### src/rtl/cp0_unit_pkg.sv
// Shared CP0 definitions for the P7 core: register numbers, field positions,
// exception codes and the fixed handler/PRId values.
package cp0_unit_pkg;

  localparam logic [4:0] REG_SR    = 5'd12;
  localparam logic [4:0] REG_CAUSE = 5'd13;
  localparam logic [4:0] REG_EPC   = 5'd14;
  localparam logic [4:0] REG_PRID  = 5'd15;

  localparam int SR_IE        = 0;
  localparam int SR_EXL       = 1;
  localparam int SR_IM_LO     = 10;
  localparam int SR_IM_HI     = 15;
  localparam int CAUSE_EXC_LO = 2;
  localparam int CAUSE_EXC_HI = 6;
  localparam int CAUSE_IP_LO  = 10;
  localparam int CAUSE_IP_HI  = 15;
  localparam int CAUSE_BD     = 31;

  localparam logic [4:0] EXC_INT  = 5'd0;
  localparam logic [4:0] EXC_ADEL = 5'd4;
  localparam logic [4:0] EXC_ADES = 5'd5;
  localparam logic [4:0] EXC_RI   = 5'd10;
  localparam logic [4:0] EXC_OV   = 5'd12;
  localparam logic [4:0] EXC_NONE = 5'd31;

  localparam logic [31:0] HANDLER_ADDR_DEF = 32'h0000_4180;
  localparam logic [31:0] PRID_VALUE_DEF   = 32'h2023_0701;

  // EPC and mtc0-to-EPC always hold word addresses.
  function automatic logic [31:0] word_align(input logic [31:0] addr);
    return {addr[31:2], 2'b00};
  endfunction

endpackage

### src/rtl/cp0_unit_int_arbiter.sv
// Combinational interrupt/exception arbitration; interrupts win over
// synchronous exceptions and EXL masks both.
module cp0_int_arbiter #(
  parameter logic [4:0] NO_EXC = 5'd31
) (
  input  logic       ie,
  input  logic       exl,
  input  logic [5:0] im,
  input  logic [5:0] hw_int,
  input  logic [4:0] exc_code,
  output logic       int_req,
  output logic       exc_req,
  output logic       req
);

  assign int_req = ie & ~exl & (|(hw_int & im));
  assign exc_req = (exc_code != NO_EXC) & ~exl;
  assign req     = int_req | exc_req;

endmodule

### src/rtl/cp0_unit.sv
// Coprocessor 0 in the M stage: SR/Cause/EPC/PRId, mtc0/mfc0/eret service and
// the pipeline-wide exception request.
module cp0_unit
  import cp0_unit_pkg::*;
#(
  parameter logic [31:0] HANDLER_ADDR = HANDLER_ADDR_DEF,
  parameter logic [31:0] PRID_VALUE   = PRID_VALUE_DEF,
  parameter logic [4:0]  NO_EXC       = EXC_NONE
) (
  input  logic        clk,
  input  logic        reset,
  input  logic [31:0] pc_m,
  input  logic [4:0]  exc_code_m,
  input  logic        bd_m,
  input  logic [5:0]  hw_int,
  input  logic        cp0_we,
  input  logic [4:0]  cp0_addr,
  input  logic [31:0] cp0_wdata,
  input  logic        eret_m,
  output logic [31:0] cp0_rdata,
  output logic [31:0] epc_out,
  output logic        req,
  output logic [31:0] handler_pc
);

  logic [5:0]  im_reg, im_next;
  logic        exl_reg, exl_next;
  logic        ie_reg, ie_next;
  logic        bd_reg, bd_next;
  logic [5:0]  ip_reg, ip_next;
  logic [4:0]  exc_code_reg, exc_code_next;
  logic [31:0] epc_reg, epc_next;
  logic        int_req;
  logic        exc_req;
  logic [31:0] sr_word;
  logic [31:0] cause_word;

  cp0_int_arbiter #(
    .NO_EXC(NO_EXC)
  ) u_arbiter (
    .ie      (ie_reg),
    .exl     (exl_reg),
    .im      (im_reg),
    .hw_int  (hw_int),
    .exc_code(exc_code_m),
    .int_req (int_req),
    .exc_req (exc_req),
    .req     (req)
  );

  always_comb begin
    im_next       = im_reg;
    exl_next      = exl_reg;
    ie_next       = ie_reg;
    bd_next       = bd_reg;
    exc_code_next = exc_code_reg;
    epc_next      = epc_reg;
    ip_next       = hw_int;
    if (req) begin
      // Flushed instruction: any mtc0/eret riding along is dropped.
      exl_next      = 1'b1;
      exc_code_next = int_req ? EXC_INT : exc_code_m;
      bd_next       = bd_m;
      epc_next      = bd_m ? (word_align(pc_m) - 32'd4) : word_align(pc_m);
    end else begin
      if (eret_m) begin
        exl_next = 1'b0;
      end
      // Evaluated after eret so an mtc0 to SR decides EXL when both occur.
      if (cp0_we) begin
        case (cp0_addr)
          REG_SR: begin
            im_next  = cp0_wdata[SR_IM_HI:SR_IM_LO];
            exl_next = cp0_wdata[SR_EXL];
            ie_next  = cp0_wdata[SR_IE];
          end
          REG_EPC: epc_next = word_align(cp0_wdata);
          default: ;
        endcase
      end
    end
  end

  always_ff @(posedge clk) begin
    if (reset) begin
      im_reg       <= '0;
      exl_reg      <= 1'b0;
      ie_reg       <= 1'b0;
      bd_reg       <= 1'b0;
      ip_reg       <= '0;
      exc_code_reg <= '0;
      epc_reg      <= '0;
    end else begin
      im_reg       <= im_next;
      exl_reg      <= exl_next;
      ie_reg       <= ie_next;
      bd_reg       <= bd_next;
      ip_reg       <= ip_next;
      exc_code_reg <= exc_code_next;
      epc_reg      <= epc_next;
    end
  end

  always_comb begin
    sr_word                         = '0;
    sr_word[SR_IM_HI:SR_IM_LO]      = im_reg;
    sr_word[SR_EXL]                 = exl_reg;
    sr_word[SR_IE]                  = ie_reg;
    cause_word                      = '0;
    cause_word[CAUSE_BD]            = bd_reg;
    cause_word[CAUSE_IP_HI:CAUSE_IP_LO]   = ip_reg;
    cause_word[CAUSE_EXC_HI:CAUSE_EXC_LO] = exc_code_reg;
  end

  always_comb begin
    case (cp0_addr)
      REG_SR:    cp0_rdata = sr_word;
      REG_CAUSE: cp0_rdata = cause_word;
      REG_EPC:   cp0_rdata = epc_reg;
      REG_PRID:  cp0_rdata = PRID_VALUE;
      default:   cp0_rdata = '0;
    endcase
  end

  assign epc_out    = epc_reg;
  assign handler_pc = HANDLER_ADDR;

endmodule

### config.mk
export PLATFORM = sky130hd
export DESIGN_NAME = cp0_unit
export DESIGN_NICKNAME = d
export VERILOG_FILES = /design/src/rtl/cp0_unit_pkg.sv /design/src/rtl/cp0_unit_int_arbiter.sv /design/src/rtl/cp0_unit.sv
export SDC_FILE = /design/constraint.sdc
export NUM_CORES = 1
export LEC_CHECK = 0
export CORE_MARGIN = 3
export CORE_UTILIZATION = 64
export CTS_CLUSTER_SIZE = 40
export DETAILED_ROUTE_END_ITERATION = 8
export DONT_BUFFER_PORTS = 1
export HOLD_SLACK_MARGIN = 0.12
export PLACE_DENSITY = 0.8
export SYNTH_ARGS = -nofsm -noshare
export SYNTH_HDL_FRONTEND = slang
export SYNTH_SLANG_ARGS = --single-unit
### constraint.sdc
create_clock -name clk -period 2.9 [get_ports clk]
set_input_delay 0.58 -clock clk [delete_from_list [all_inputs] [get_ports clk]]
set_output_delay 0.58 -clock clk [all_outputs]
set_load 0.01 [all_outputs]
Word level (Yosys, flattened, before mapping)
Cells that the tools add are included.

storage, ports and cells
  bits in registers = 52
  logic and storage cells = 35
  input port bits = 85
  output and inout port bits = 97

cells by class
  reduce and logical (&&, ||, !) cells = 5
  add/sub/neg operators = 1
  muxes and demuxes = 10
  bitwise operators = 7
  eq/ne operators = 5

operator list
  kind                                                  number
  two-way mux 32 bit                                    4
  case mux 32 bit (4 select lines)                      1
  subtractor 32 x 3 -> 32 bit (second input constant)   1
  equality test 5 x 4 -> 1 bit (second input constant)  4
  bitwise AND 6 bit                                     1
  OR reduction 6 bit                                    1
  two-way mux 5 bit                                     1
  != test 5 bit (second input constant)                 1
  two-way mux 1 bit                                     4
  nonzero test 2 bit                                    2
  bitwise AND 1 bit                                     3
  AND reduction 3 bit                                   1
  inverter 1 bit                                        2
  AND reduction 2 bit                                   1
  bitwise OR 1 bit                                      1

Longest topological paths before layout
Gate-level depths: netlist (run 1).

  depth after elaboration = 6
  mapped depth = 9
  mapped depth without buffers = 7

Hierarchy
From an unflattened synthesis (run 1), not the netlist that was laid out.

unflattened totals
  cell total of the unflattened synthesis = 444
  area, all modules = 3375.7 um2

modules (own cells, without submodules)
  module           sequential area each (um2)  area an instance (um2)  instances  cells an instance
  cp0_unit         1001.0                      3300.7                  1          436
  cp0_int_arbiter  0.0                         75.1                    1          8

Least setup slack after synthesis (run 1)
Ideal clock, no wire load.

  kind = input to output
  from = input hw_int[0]
  to = output req
  path buffers = 3
  setup slack = 0.390 ns
  stages = 7
  data required time = 2.320 ns
  arrival = 1.930 ns
  path through = a22o_1 -> o31ai_2 -> a31o_2 -> buf_2 -> inv_1 -> buf_2 -> buf_2

between the ends
  longest elaborated chain between the ends = 4

ends and longest elaborated chain
  what                RTL line                    text
  start: declaration  cp0_unit.sv:15              input logic [5:0] hw_int,
  bitwise AND 6 bit   cp0_unit_int_arbiter.sv:16  assign int_req = ie & ~exl & (|(hw_int & im));
  OR reduction 6 bit  cp0_unit_int_arbiter.sv:16
  bitwise AND 1 bit   cp0_unit_int_arbiter.sv:16
  bitwise OR 1 bit    cp0_unit_int_arbiter.sv:18  assign req = int_req | exc_req;
  end: declaration    cp0_unit.sv:22              output logic req,

Every way passes these cells.

Final worst setup path (run 1)
  from = register im_reg[2]
  to = output req

between the ends
  longest elaborated chain between the ends = 4

ends and longest elaborated chain
  what                      RTL line                    text
  start: declaration        cp0_unit.sv:26              logic [5:0] im_reg, im_next;
  start signal: assignment  cp0_unit.sv:94              im_reg <= im_next;
  bitwise AND 6 bit         cp0_unit_int_arbiter.sv:16
  OR reduction 6 bit        cp0_unit_int_arbiter.sv:16
  bitwise AND 1 bit         cp0_unit_int_arbiter.sv:16
  bitwise OR 1 bit          cp0_unit_int_arbiter.sv:18

Every way passes these cells.

==> results of run 1 <==
==> kinds of logic (layout without fill, tap and decap cells) <==
family	after synthesis	after routing	share of synthesized area, %
adders and majority gates	1	1	0.364
and+or+nand+nor	202	202	31.0
xor gates and xnor gates	28	28	7.13
buffers and inverters	74	19	12.3
muxes	14	14	4.15
DFF	50	50	29.1
other	2	34	0.218
AOI/OAI and AO/OA	72	72	15.7
==> final cells by class <==
class | count | area, um2
Inverter | 3 | 11.3
Timing Repair Buffer | 10 | 87.6
Tap cell | 70 | 87.6
Fill cell | 489 | 1730
Clock buffer | 6 | 82.6
Sequential cell | 50 | 1000
Multi-Input combinational cell | 351 | 2140
==> routing by layer <==
metal / wire (um) / share of wire (%) / vias to the layer above / GRT usage, %
met2: 4370 / 47 / 167 / 46.2
met4: 113 / 1.2 / 0 / 8.76
met3: 899 / 9.7 / 8 / 6.24
li1: - / - / 1462 / -
met1: 3900 / 42 / 1433 / 39.0
met5: 0 / 0 / - / 0
==> synthesized netlist by cell type (all sizes together) <==
library cell and number:
o31ai 1, and3 27, and3b 1, o221a 1, nor2b 8, a22o 3, o21ai 1, nand3 26
a311oi 15, a31oi 1, nand4 4, xnor2 2, nand3b 4, or4 4, ha 1, nor3 7
or3 3, and4bb 1, xor2 26, clkbuf 27, a31o 2, nand2b 15, nor2 58, dfxtp 50
a21oi 14, buf 44, nand2 28, mux2i 12, mux2 2, or4b 1, or2 2, a211oi 28
and4 1, nor4 9, nand4b 2, conb 2, a22oi 6, or3b 1, inv 3
==> per-stage QoR <==
step | setup WS, ns | utilization [%]
final | 0.514 | 66.3
after global routing | 0.413 | 66.3
after CTS | 0.507 | 66.3
after detailed placement | 0.358 | 64.7
after global placement | 0.455 | 64.7
after floorplan | 0.390 | -
==> layout by cell type (no fill, tap or decap), types with 3 or more instances in the layout <==
cell      count
nor2b_1       8
a22oi_1       6
mux2i_1      12
a21oi_1      14
a311oi_1     15
nand2_1      28
a211oi_1     27
buf_4         9
or4_1         3
a22o_1        3
nand2b_1     15
clkbuf_8      6
conb_1       34
nor4_1        9
xor2_1       26
nor3_1        6
nand3b_1      4
nor2_1       56
nand3_1      25
dfxtp_1      50
or3_1         3
nand4_1       4
and3_1       27
inv_1         3
==> path summary, 6_finish.rpt <==
path	start	to	slack (ns)	cells past startpoint
worst max register to register	im_reg[0]$_SDFFE_PP0P_	epc_out[23]$_SDFFE_PP0P_	0.77	7
worst min register to register	bd_reg$_SDFFE_PP0N_	bd_reg$_SDFFE_PP0N_	0.46	2
worst min-delay path	reset	ip_reg[1]$_SDFF_PP0_	0.34	1
worst max-delay path	im_reg[2]$_SDFFE_PP0P_	req	0.51	4
==> power by group through the flow <==
| stage | sequential, mW | combinational [mW] | clock (mW) |
|---|---|---|---|
| final | 0.804 | 0.223 | 0.397 |
| after floorplan | 0.802 | 0.237 | 0 |
| after detailed placement | 0.820 | 0.220 | 0 |
| after global placement | 0.818 | 0.216 | 0 |
| after global routing | 0.810 | 0.249 | 0.433 |
| after CTS | 0.804 | 0.221 | 0.406 |
==> out/results.ini, run 1 <==
[power]
vdd_ir_drop_max_v = 0.000202
combinationalPowerShare_pct = 15.7
power.net_switching_mw = 0.412
cellInternalPower_mw = 1.01
switching_share_pct = 28.9
clkPwrFrac_pct = 27.8
seq_power_share_pct = 56.5
total_power_mw = 1.42
p_leak_nw = 1.34
power.density_nw_per_um2 = 418

[worst_setup_path]
critPathTopFamily = buffers and inverters
crit_arrival_ns = 1.81
slowest_stage = inv_1
required_ns = 2.32
end_kind = output port
max_stage_delay_ns = 0.61
cp_num_buf_inv = 1
cp_cell_sequence = a22o_1 -> o31ai_2 -> a31o_2 -> inv_1
crit_type = flop to output port
critPathMaxFanout = 20
startpoint_type = flop

[detailed_routing]
postRouteWirelength_um = 9280
drt_iter0_markers = 202
routedWlPerCell_um = 18.9
drc_errors = 0
vias_per_cell = 6.27
drtPass1Iterations = 5
dr_total_vias = 3070
detail-route-antenna-nets = 0

[floorplan]
die_h_um = 79.3
ios = 182
dieArea_um2 = 6290
initial_core_util_pct = 66.9
die_w_um = 79.3
coreArea_um2 = 5140
row_count = 26

[timing]
final-setup-viol-count = 0
fin_hold_ws_ns = 0.338
finalSetupTns_ns = 0
min_period_over_period_pct = 82.3
fmax_ghz = 0.419
rsz0062_at_grt = no
hold_viol_final = 0
slew_headroom_pct = 44.0
finClkSkew_ns = 0.00470
slew_viol_final = 0
period_minus_slack_ns = 2.39
worst_pin_slew_ns = 0.839

[synthesis]
synth_area_leaders = dfxtp_1, buf_4, xor2_1, nor2_1, a211oi_1
syn_avg_cell_area_um2 = 7.76
synth_top_area_share_pct = 29.1
ys_types = 47
ys_warn_count = 0
synth_area_leader_cell = dfxtp_1
syn_inst = 443
synth_seq_cells = 50
syn-cell-area_um2 = 3440
ys_seq_area_share_pct = 29.1

[final_layout]
nNetsFinal = 507
n_antenna_cell = 0
fin_area_um2 = 3410
largest_register_ffs = 30
stdcell_count = 490
syn_to_final_growth_pct = -0.873
drive_gt1_share_pct = 7.14

[clock_tree]
cts_buffer_depth = 2
cts_tree = built
postCtsSetupRepairBufs = 0
ctsHtreeMaxLevel = 2
ctsResizeCount = 0
cts_hold_buffers = 0
clk_latency_ns = 0.30
cts_root_buf = clkbuf_8
clock-sinks = 50
clkTransAtPathRegs_ns = 0.08
cts-buffers-inserted = 5

[grt]
grt_start_max_net_pins = 58
grt.total_usage_pct = 28.9
grt_pass1_vias = 2945
grt_antenna_before_repair = 0
overflow = 0
grt_pass1_wl_um = 14300

[outcome]
status = finished, final reports clean

[hold_path]
hp-class = primary input to flop

[placed_design]
numPortBuffers = 0
dp_cells = 484
dpl.hpwl_um = 6960
gp_congestion = 0.844
placed_area_um2 = 3330

[job]
maxCapViolations = 0

Note: power is estimated with default switching activity, not from simulation.
==> run 2: changes to the inputs <==
CORE_UTILIZATION = 58   (was 64)
PLACE_DENSITY = 0.76   (was 0.8)
clock period = 2 ns   (was 2.9 ns; I/O delays follow)
==> out/results.ini, run 2 (synthesized netlist as in run 1, its figures left out) <==
[hold_path]
hp-class = primary input to flop
whs_endpoint = ip_reg[4]$_SDFF_PP0_
hp-start = reset
hold_depth = 1

[placed_design]
numPortBuffers = 0
dpl.hpwl_um = 7410
gp_congestion = 0.905
placed_area_um2 = 3480

[floorplan]
ios = 182
coreArea_um2 = 5610
dieArea_um2 = 6890
die_w_um = 83.0
die_h_um = 83.0
initial_core_util_pct = 61.3
row_count = 27

[clock_tree]
clk_latency_ns = 0.31
cts_tree = built
ctsHtreeMaxLevel = 2
clock-sinks = 50
cts_buffer_depth = 2
clkTransAtPathRegs_ns = 0.10
cts_root_buf = clkbuf_8
cts-buffers-inserted = 5

[grt]
grt_pass1_vias = 2980
grt_pass1_wl_um = 15500
grt.total_usage_pct = 27.3
grt_start_max_net_pins = 58
overflow = 0
grt_antenna_before_repair = 0

[worst_setup_path]
reg2reg_from = im_reg[1]$_SDFFE_PP0P_
slowest_stage = dfxtp_2
startpoint = im_reg[1]$_SDFFE_PP0P_
crit_type = flop to output port
cp_num_buf_inv = 2
crit_arrival_ns = 1.59
required_ns = 1.60
cp_cell_sequence = a22o_1 -> o31ai_4 -> a31o_4 -> inv_6 -> buf_12
critPathMaxFanout = 9
max_stage_delay_ns = 0.34
r2r_slack_ns = 0.13
r2r_cells = 7
startpoint_type = flop
reg2reg_to = epc_out[13]$_SDFFE_PP0P_
critPathTopFamily = compound AO/OA/AOI/OAI gates
end_kind = output port

[final_layout]
fillers = 486
fin_area_um2 = 3730
layout_common_cells = nor2_1, dfxtp_1, conb_1
drive_gt1_share_pct = 13.3
syn_to_final_growth_pct = 8.37
n_antenna_cell = 0
nNetsFinal = 530
final_common_cell = nor2_1
largest_register_ffs = 30

[job]
maxCapViolations = 0

[outcome]
status = finished, final reports clean

[detailed_routing]
drt_iter0_markers = 200
drtPass1Iterations = 4
detail-route-antenna-nets = 0
routedWlPerCell_um = 19.2
drc_errors = 0
postRouteWirelength_um = 9940
vias_per_cell = 6.11
dr_total_vias = 3158

[timing]
period_minus_slack_ns = 1.99
fmax_ghz = 0.503
min_period_over_period_pct = 99.4
finalSetupTns_ns = 0
final-setup-viol-count = 0
slew_viol_final = 0
hold_viol_final = 0
finClkSkew_ns = 0.0106
rsz0062_at_grt = yes

[power]
vdd_ir_drop_max_v = 0.000533
p_leak_nw = 1.52
power.density_nw_per_um2 = 652

run 2: cell types whose count changed in the layout (fill, tap and decap cells not counted), moves of 2 or more:
cell / change
bufinv_16: +2
bufbuf_16: +2
dfxtp_2: +2
dfxtp_1: -2
buf_4: +20
run 2: final cells by class:
type / count / area (um2) / share of cell area (%)
multi-input cells: 351 / 2160 / 58.0
flip-flops and latches: 50 / 1000 / 26.9
repair buffers: 33 / 314 / 8.43
well taps: 72 / 90.1 / 2.42
clock buffers: 6 / 82.6 / 2.22
clock inverters: 2 / 60.1 / 1.61
inverters: 3 / 16.3 / 0.437
run 2: power by group:
| group | internal, mW | total (mW) | leakage [nW] | switching [mW] |
|---|---|---|---|---|
| combinational | 0.179 | 0.388 | 1.03 | 0.209 |
| sequential | 1.07 | 1.17 | 0.416 | 0.0941 |
| clock | 0.534 | 0.877 | 0.0714 | 0.343 |
| total | 1.78 | 2.43 | 1.52 | 0.646 |
run 2: stage by stage:
stage	power, mW	util (%)	setup WS [ns]	std cells	hold WS, ns
floorplan	1.51	-	-0.0881	475	0.432
global placement	1.52	62.0	-0.0613	504	0.433
detailed placement	1.53	62.0	-0.112	504	0.440
CTS	2.42	66.2	0.000298	516	0.147
global route	2.53	66.4	-0.0555	517	0.127
finish	2.43	66.4	0.0119	517	0.146
run 2: worst max-delay path by stage:
stage	endpoint	slack, ns	depth (start not counted)
finish	req	0.01	5
detailed placement	epc_out[13]$_SDFFE_PP0P_	-0.11	6
global placement	epc_out[11]$_SDFFE_PP0P_	-0.06	5
CTS	req	0.0003	5
floorplan	epc_out[11]$_SDFFE_PP0P_	-0.09	6
global route	req	-0.06	5
run 2: what timing repair did:
action	CTS	global route
hold buffers	0	0
gates cloned	2	0
endpoints found under the setup margin	1	5
hold endpoints to repair	0	0
pin swaps	3	2
gates resized for setup	4	3
setup buffers	2	1
run 2: metal layers:
layer  wire length [um]  track usage [%]  vias up  share of wire, %
met4                 71             6.69        0              0.71
met5                  0                0        -                 0
met3                957             8.63        6               9.6
li1                   -                -     1509                 -
met2               4660             43.1      165                47
met1               4250             36.3     1478                43
==> run 3: changes to the inputs <==
HOLD_SLACK_MARGIN = not set   (was 0.12)
SYNTH_HIERARCHICAL = 1   (was not set)
==> out/results.ini, run 3 <==
[worst_setup_path]
reg2reg_to = epc_out[31]$_SDFFE_PP0P_
crit_type = flop to output port
startpoint_type = flop
end_kind = output port
critPathMaxFanout = 16
r2r_slack_ns = 0.12
r2r_cells = 7
crit_arrival_ns = 1.52
reg2reg_from = im_reg[3]$_SDFFE_PP0P_
required_ns = 1.60

[grt]
grt_pass1_wl_um = 14100
grt.total_usage_pct = 27.2
grt_start_max_net_pins = 51
use_met2_pct = 43.2
grt_util_met1_pct = 35.5
grt_antenna_before_repair = 0
overflow = 0
top_usage_layer = met2
met3_usage_pct = 8.13
grt_pass1_vias = 2877

[hold_path]
whs_endpoint = im_reg[2]$_SDFFE_PP0P_
hp-start = reset
hp-class = primary input to flop
hold_depth = 1

[clock_tree]
clock-sinks = 50
ctsHtreeMaxLevel = 2
cts-buffers-inserted = 5
cts_tree = built
clkTransAtPathRegs_ns = 0.10
clk_latency_ns = 0.30
cts_buffer_depth = 2
cts_root_buf = clkbuf_8

[final_layout]
drive_gt1_share_pct = 12.6
fin_util_pct = 63.7
final_common_cell = nor2_1
stdcell_count = 518
syn_to_final_growth_pct = 5.15
n_antenna_cell = 0
nNetsFinal = 531
layout_common_cells = nor2_1, nand2_1, dfxtp_1
largest_register_ffs = 30

[synthesis]
synth-edff-count = 0
syn_inst = 444
ys_types = 47
syn_avg_cell_area_um2 = 7.60
synth_area_leaders = dfxtp_1, buf_4, nor2_1, nand2_1, xnor2_1
synth.most_common_cell = nor2_1
syn-cell-area_um2 = 3380
ys_warn_count = 6
synth_seq_cells = 50
synth_area_leader_cell = dfxtp_1
synth_top_area_share_pct = 29.7
synth_top_flop_cell = dfxtp_1
yosys-top-cells-count = nor2_1, nand2_1, dfxtp_1
async_flop_share_pct = 0
ys_seq_area_share_pct = 29.7

[placed_design]
dpl.hpwl_um = 7370
dp_cells = 510
gp_congestion = 0.850
numPortBuffers = 0

[timing]
min_period_over_period_pct = 96.0
fmax_ghz = 0.521
hold_viol_final = 0
finClkSkew_ns = 0.0107
period_minus_slack_ns = 1.92
final-setup-viol-count = 0
slew_viol_final = 0

[floorplan]
ios = 182
dieArea_um2 = 6770
row_count = 27
initial_core_util_pct = 60.6
die_w_um = 82.3
coreArea_um2 = 5570
die_h_um = 82.3

[detailed_routing]
drt_iter0_markers = 145
dr_total_vias = 3062
postRouteWirelength_um = 9450
detail-route-antenna-nets = 0
drc_errors = 0
drtPass1Iterations = 4
vias_per_cell = 5.91
routedWlPerCell_um = 18.2

[job]
maxCapViolations = 0

[power]
p_leak_nw = 1.42
vdd_ir_drop_max_v = 0.000348
power.density_nw_per_um2 = 595

[outcome]
status = finished, final reports clean

[run 3: changes by cell type after synthesis, sizes merged, moves of 10 or more]
cell | before | now
nand3 | 26 | 6
a311oi | 15 | 4
a211oi | 28 | 9
nand2b | 15 | 0
xor2 | 26 | 7
nand2 | 28 | 54
a21boi | 0 | 10
nor3 | 7 | 19
xnor2 | 2 | 21
a31oi | 1 | 13
[run 3: logic make-up after synthesis]
group / count (synthesis) / share of synthesized area (%)
flops: 50 / 29.7
xor+xnor: 28 / 7.26
fa+ha+maj: 1 / 0.371
compound gates: 67 / 14.3
mux: 15 / 4.45
other cells: 2 / 0.222
simple gates: 211 / 31.9
buf+inv: 70 / 11.8
[run 3: metal layers]
| layer | vias to the layer above | routed length [um] | part of all wire (%) |
|---|---|---|---|
| li1 | 1483 | - | - |
| met1 | 1406 | 3700 | 39 |
| met2 | 161 | 4570 | 48 |
| met3 | 12 | 1080 | 11 |
| met4 | 0 | 109 | 1.2 |
| met5 | - | 0 | 0 |
[run 3: how the worst max path moves through the flow]
stage	start	end	cells past startpoint	slack, ns
finish	im_reg[3]$_SDFFE_PP0P_	req	4	0.08
global route	im_reg[3]$_SDFFE_PP0P_	epc_out[31]$_SDFFE_PP0P_	7	-0.002
detailed placement	pc_m[19]	epc_out[31]$_SDFFE_PP0P_	5	-0.28
floorplan	pc_m[19]	epc_out[31]$_SDFFE_PP0P_	6	-0.23
global placement	pc_m[19]	epc_out[31]$_SDFFE_PP0P_	5	-0.23
CTS	pc_m[19]	epc_out[26]$_SDFFE_PP0P_	6	0.01
[run 3: power by group]
group	leakage [nW]	internal [mW]	switching (mW)
sequential	0.416	1.07	0.0927
combinational	0.963	0.158	0.196
clock	0.0441	0.247	0.349
total	1.42	1.48	0.637
[run 3: stage by stage]
step	worst slack (ns)	power [mW]	hold WS, ns	cell area, um2	setup TNS [ns]
2_1_floorplan	-0.234	1.51	0.459	3500	-0.403
3_3_place_gp	-0.227	1.52	0.474	3430	-1.49
3_5_place_dp	-0.279	1.53	0.483	3430	-1.89
4_1_cts	0.0147	2.12	0.154	3530	0
5_1_grt	-0.00221	2.22	0.148	3550	-0.00221
6_report	0.0794	2.11	0.163	3550	0
[run 3: layout make-up]
type,count,area (um2)
clock buffers,5,68.8
fillers,529,2020
well taps,72,90.1
clock inverters,3,21.3
inverters,6,26.3
multi-input cells,356,2110
repair buffers,26,224
flip-flops and latches,50,1000
[run 3: worst max-delay path, cell delays in order, from the launching register on]
cell      delay, ns
dfxtp_1        0.38
a22oi_2        0.10
a311oi_2       0.32
or2_4          0.23
buf_6          0.19
[run 3: what timing repair did]
item,CTS,global route
endpoints found under the hold margin,0,0
gates resized for setup,1,8
buffers inserted,0,0
pin swaps,0,2
setup endpoints to repair,1,11
hold buffers,0,0
